==> src/rtl/fetch_unit.sv <==
// Instruction fetch stage: PC, imem req/ack reads, IF/ID register plus one-entry skid.
// Branch/jump redirects come from the instruction held in IF/ID when decode consumes it.
module fetch_unit #(
    parameter logic [31:0] RESET_PC = 32'h0000_0000
) (
    input  logic        clk,
    input  logic        rst_n,
    output logic        imem_req,
    output logic [31:0] imem_addr,
    input  logic        imem_ack,
    input  logic [31:0] imem_rdata,
    input  logic        stall,
    input  logic        branch_taken,
    input  logic [15:0] branch_imm,
    input  logic        jump_taken,
    input  logic [25:0] jump_index,
    output logic        instr_valid,
    output logic [31:0] instr,
    output logic [5:0]  op,
    output logic [31:0] instr_pc,
    output logic [31:0] pc_plus4
);

    typedef enum logic [1:0] {
        S_BOOT,
        S_REQ,
        S_SKID
    } state_t;

    state_t      r_state;
    logic [31:0] r_pc;
    logic        r_squash;
    logic        r_valid;
    logic [31:0] r_instr;
    logic [31:0] r_ipc;
    logic [31:0] r_pc4;
    logic [31:0] r_skid_instr;
    logic [31:0] r_skid_pc;

    state_t      w_state_n;
    logic [31:0] w_pc_n;
    logic        w_squash_n;
    logic        w_valid_n;
    logic        w_load;
    logic [31:0] w_ld_instr;
    logic [31:0] w_ld_pc;
    logic        w_skid_wr;
    logic        w_consume;
    logic        w_redirect;
    logic        w_req;
    logic        w_ack;
    logic [31:0] w_br_off;
    logic [31:0] w_target;

    assign w_req      = (r_state == S_REQ);
    assign w_ack      = imem_ack & w_req;
    assign w_consume  = r_valid & ~stall;
    assign w_redirect = w_consume & (jump_taken | branch_taken);
    assign w_br_off   = {{14{branch_imm[15]}}, branch_imm, 2'b00};
    assign w_target   = jump_taken ? {r_pc4[31:28], jump_index, 2'b00}
                                   : r_pc4 + w_br_off;

    always_comb begin
        w_state_n  = r_state;
        w_pc_n     = r_pc;
        w_squash_n = r_squash;
        w_valid_n  = r_valid & ~w_consume;
        w_load     = 1'b0;
        w_ld_instr = r_instr;
        w_ld_pc    = r_ipc;
        w_skid_wr  = 1'b0;
        if (w_redirect) begin
            // An ack landing in this cycle is simply dropped; only a
            // still-pending request needs to be squashed later.
            w_pc_n     = w_target;
            w_state_n  = S_REQ;
            w_squash_n = w_req & ~imem_ack;
            w_valid_n  = 1'b0;
        end else begin
            unique case (r_state)
                S_BOOT: w_state_n = S_REQ;
                S_REQ: begin
                    if (w_ack) begin
                        if (r_squash) begin
                            w_squash_n = 1'b0;
                        end else if (~r_valid | w_consume) begin
                            w_load     = 1'b1;
                            w_ld_instr = imem_rdata;
                            w_ld_pc    = r_pc;
                            w_pc_n     = r_pc + 32'd4;
                        end else begin
                            w_skid_wr  = 1'b1;
                            w_pc_n     = r_pc + 32'd4;
                            w_state_n  = S_SKID;
                        end
                    end
                end
                S_SKID: begin
                    if (w_consume) begin
                        w_load     = 1'b1;
                        w_ld_instr = r_skid_instr;
                        w_ld_pc    = r_skid_pc;
                        w_state_n  = S_REQ;
                    end
                end
                default: w_state_n = S_BOOT;
            endcase
            if (w_load) begin
                w_valid_n = 1'b1;
            end
        end
    end

    always_ff @(posedge clk or negedge rst_n) begin
        if (!rst_n) begin
            r_state      <= S_BOOT;
            r_pc         <= RESET_PC;
            r_squash     <= 1'b0;
            r_valid      <= 1'b0;
            r_instr      <= 32'd0;
            r_ipc        <= 32'd0;
            r_pc4        <= 32'd0;
            r_skid_instr <= 32'd0;
            r_skid_pc    <= 32'd0;
        end else begin
            r_state  <= w_state_n;
            r_pc     <= w_pc_n;
            r_squash <= w_squash_n;
            r_valid  <= w_valid_n;
            if (w_load) begin
                r_instr <= w_ld_instr;
                r_ipc   <= w_ld_pc;
                r_pc4   <= w_ld_pc + 32'd4;
            end
            if (w_skid_wr) begin
                r_skid_instr <= imem_rdata;
                r_skid_pc    <= r_pc;
            end
        end
    end

    assign imem_req    = w_req;
    assign imem_addr   = r_pc;
    assign instr_valid = r_valid;
    assign instr       = r_instr;
    assign op          = r_instr[31:26];
    assign instr_pc    = r_ipc;
    assign pc_plus4    = r_pc4;

endmodule

==> config.mk <==
export PLATFORM = sky130hd
export DESIGN_NAME = fetch_unit
export DESIGN_NICKNAME = d
export VERILOG_FILES = /design/src/rtl/fetch_unit.sv
export SDC_FILE = /design/constraint.sdc
export NUM_CORES = 1
export LEC_CHECK = 0
export CORE_UTILIZATION = 40
export CTS_CLUSTER_SIZE = 30
export DETAILED_ROUTE_END_ITERATION = 10
export HOLD_SLACK_MARGIN = 0.02
export PLACE_DENSITY_LB_ADDON = 0.05
export SLEW_MARGIN = 25
export SYNTH_ARGS = -nofsm -noshare
export SYNTH_HDL_FRONTEND = slang
export SYNTH_SLANG_ARGS = --single-unit
==> constraint.sdc <==
create_clock -name clk -period 7.1 [get_ports clk]
set_clock_uncertainty 0.15 [all_clocks]
set_input_delay 1.42 -clock clk [delete_from_list [all_inputs] [get_ports clk]]
set_output_delay 1.42 -clock clk [all_outputs]
set_load 0.01 [all_outputs]
==> qor.yml <==
start_util_pct: 41.14
synth_compound_area_share_pct: 18.24
cts_buffers: 17
synth_top_family_by_area: "simple AND/OR/NAND/NOR gates"
yosysTopAreaCell: "dfrtp_1"
hold_viol_final: 0
start_kind: "primary input"
ys_top_cells_by_area: "dfrtp_1 (43%), nand2_1 (10%), o21ai_0 (5.6%)"
die_x_um: 169.2
rows: 60
drc: 0
syn_inst: 1270
cp_max_fo: 18
cts_resized: 0
dr.pass1.iters: 5
ys_types: 69
slew_headroom_pct: 35.60
cts.sinks: 194
vias: 9819
async_flop_share_pct: 100.0
postCtsSetupBuffers: 0
syn_area_um2: 11180
first_global_vias: 9260
h-tree-depth: 4
hold_class: "reg -> reg"
ir_drop_v: 0.0001143
tns_ns: 0
cp_data_required_time_ns: 7.25
ys.flop_type: "dfrtp_1"
ioPinCount: 216
core_area_um2: 27180
synth_most_common_cell: "nand2_1"
yosysSeqAreaShare_pct: 43.42
tightest_slew_ns: 0.9660
drt_iter0_markers: 871
wl_um: 34530
vias_per_cell: 5.401
grt_start_max_net_pins: 109
synth.mux.area_fraction_pct: 4.823
layout.cells.non_filler: 1818
io_buffers: 215
avgSynthCellArea_um2: 8.804
wl_per_cell_um: 18.99
synthAdderAreaFrac_pct: 4.096
hpwl_um: 25140
synth_edf_count: 0
cts_tree: "done"
arrival_ns: 5.42
clk_pin_slew_ns: 0.08
clk_latency_ns: 0.44
antenna_found_initial: 1
grt_pass1_wl_um: 53600
clk_path_buf_depth: 2
finalCriticalPeriod_ns: 5.278
placed_cells: 1786
fin_nets: 1549
syn-num-nets: 1386
status: "finished clean"
cts_root_buf: "clkbuf_16"
power.total_w: 0.002199
worst_slack_ns: 1.822
path_cells: "clkdlybuf4s50_1, nand2b_2, and2_1, or3_1, a2bb2oi_1, or3_1, or4_1, or4_1, xor2_1, o21ai_2"
endpoint_kind: "flop"
power_density_nw_per_um2: 155.5
yosys_warnings: 0
worst_path_largest_cell_delay_ns: 0.59
layout-drive-gt1-share_pct: 5.675
die_area_um2: 28620
finalMaxSlewViolations: 0
grt_use_total_pct: 24.34
power_leakage_nw: 6.251
syn_to_final_growth_pct: 26.42
finalSetupViolCount: 0
max_freq_ghz: 0.1895
rsz0062_at_grt: "false"
ys_ff_latch: 194
synth-simple-area-share_pct: 19.42
grt-ovfl-total: 0
yosys-top-cells-count: "nand2_1 (297), dfrtp_1 (194), o21ai_0 (126)"
maxCapViolCount: 0
synth_xor_area_share_pct: 5.953
yosysTopAreaCellShare_pct: 43.42
hold_buffers: 0
die_y_um: 169.2
place_ws_ns: 1.406
period_share_pct: 74.34
cpMaxStageDelayCell: "or3_1"
ant_nets: 0
gp_congestion: 0.9437
worstSetupPathType: "in -> reg"
[path summary, 6_finish.rpt]
path                         startpoint       endpoint  slack, ns  cells past startpoint
setup / recovery                  stall   pc_plus4[23]       1.82                     10
hold / removal             r_skid_pc[0]   r_skid_pc[0]       0.33                      2
setup reg to reg             r_state[1]   pc_plus4[23]       2.68                     11
hold reg to reg            r_skid_pc[0]   r_skid_pc[0]       0.33                      2
max in group asynchronous         rst_n  imem_addr[30]       4.70                      2
min in group asynchronous         rst_n      instr[28]       0.83                      1
[registers in the layout (all words and copies together), names as in the netlist]
register / count
imem_addr: 32
instr: 32
r_state: 2
r_squash: 1
r_skid_pc: 32
instr_valid: 1
r_skid_instr: 32
pc_plus4: 30
instr_pc: 32
[cells by family after synthesis]
| logic type | Yosys count |
|---|---|
| simple gates | 492 |
| compound gates | 322 |
| flops | 194 |
| buf+inv | 98 |
| xor+xnor | 76 |
| mux | 52 |
| fa+ha+maj | 36 |
[critical path: cells and delay by family]
family,cells,cell delay [ns]
compound gates,2,0.32
xor+xnor,1,0.18
buf+inv,1,0.58
simple gates,6,2.90
[metrics by stage]
| stage | area [um^2] | utilization [%] | hold slack [ns] |
|---|---|---|---|
| 2_1_floorplan | 11180 | - | 0.2891 |
| 3_3_place_gp | 13530 | 49.80 | 0.3034 |
| 3_5_place_dp | 13540 | 49.81 | 0.3126 |
| 4_1_cts | 14130 | 52.00 | 0.3315 |
| 5_1_grt | 14130 | 52.00 | 0.3503 |
| 6_report | 14130 | 52.01 | 0.3279 |
[routing by layer]
metal | wire length [um] | GRT usage (%)
met5 | 0 | 0
met4 | 586 | 6.463
met3 | 2046 | 4.268
met2 | 14730 | 36.04
met1 | 17170 | 36.39
[power breakdown]
part	total [W]	switching [W]	internal (W)
combinational	0.000125	0.0000686	0.0000562
clock	0.000970	0.000496	0.000474
sequential	0.00110	0	0.00110
[area by class of cell]
class / count / area, um^2
Clock buffer: 17 / 425.4
Inverter: 13 / 48.80
Fill cell: 2577 / 13040
Antenna cell: 1 / 2.502
Clock inverter: 14 / 170.2
Timing Repair Buffer: 229 / 2256
Multi-Input combinational cell: 978 / 5912
Tap cell: 372 / 465.4
Sequential cell: 194 / 4855
[layout by cell type, fill, tap and decap left out, types with 5 or more instances in the layout]
cell and instances:
clkdlybuf4s50_1 213, nor2_1 59, a21o_1 8, nand3_1 34
o21bai_1 5, xor2_1 39, clkbuf_16 17, nor2b_1 7
inv_1 13, a22oi_1 15, nor3_1 11, a21oi_1 59
or3_1 11, a32o_1 12, and2_1 12, nand2_1 297
o21ai_0 126, ha_1 34, mux2_2 15, a21boi_0 8
mux2i_1 37, buf_4 14, nand2b_1 6, or2_2 5
a32oi_1 6, a31oi_1 7, a211oi_1 15, clkinv_8 5
o31ai_1 17, nand4_1 14, dfrtp_1 194, xnor2_1 37
and3_1 7, clkinv_4 5, nand3b_1 7
Power figures use the tool's default switching activity.
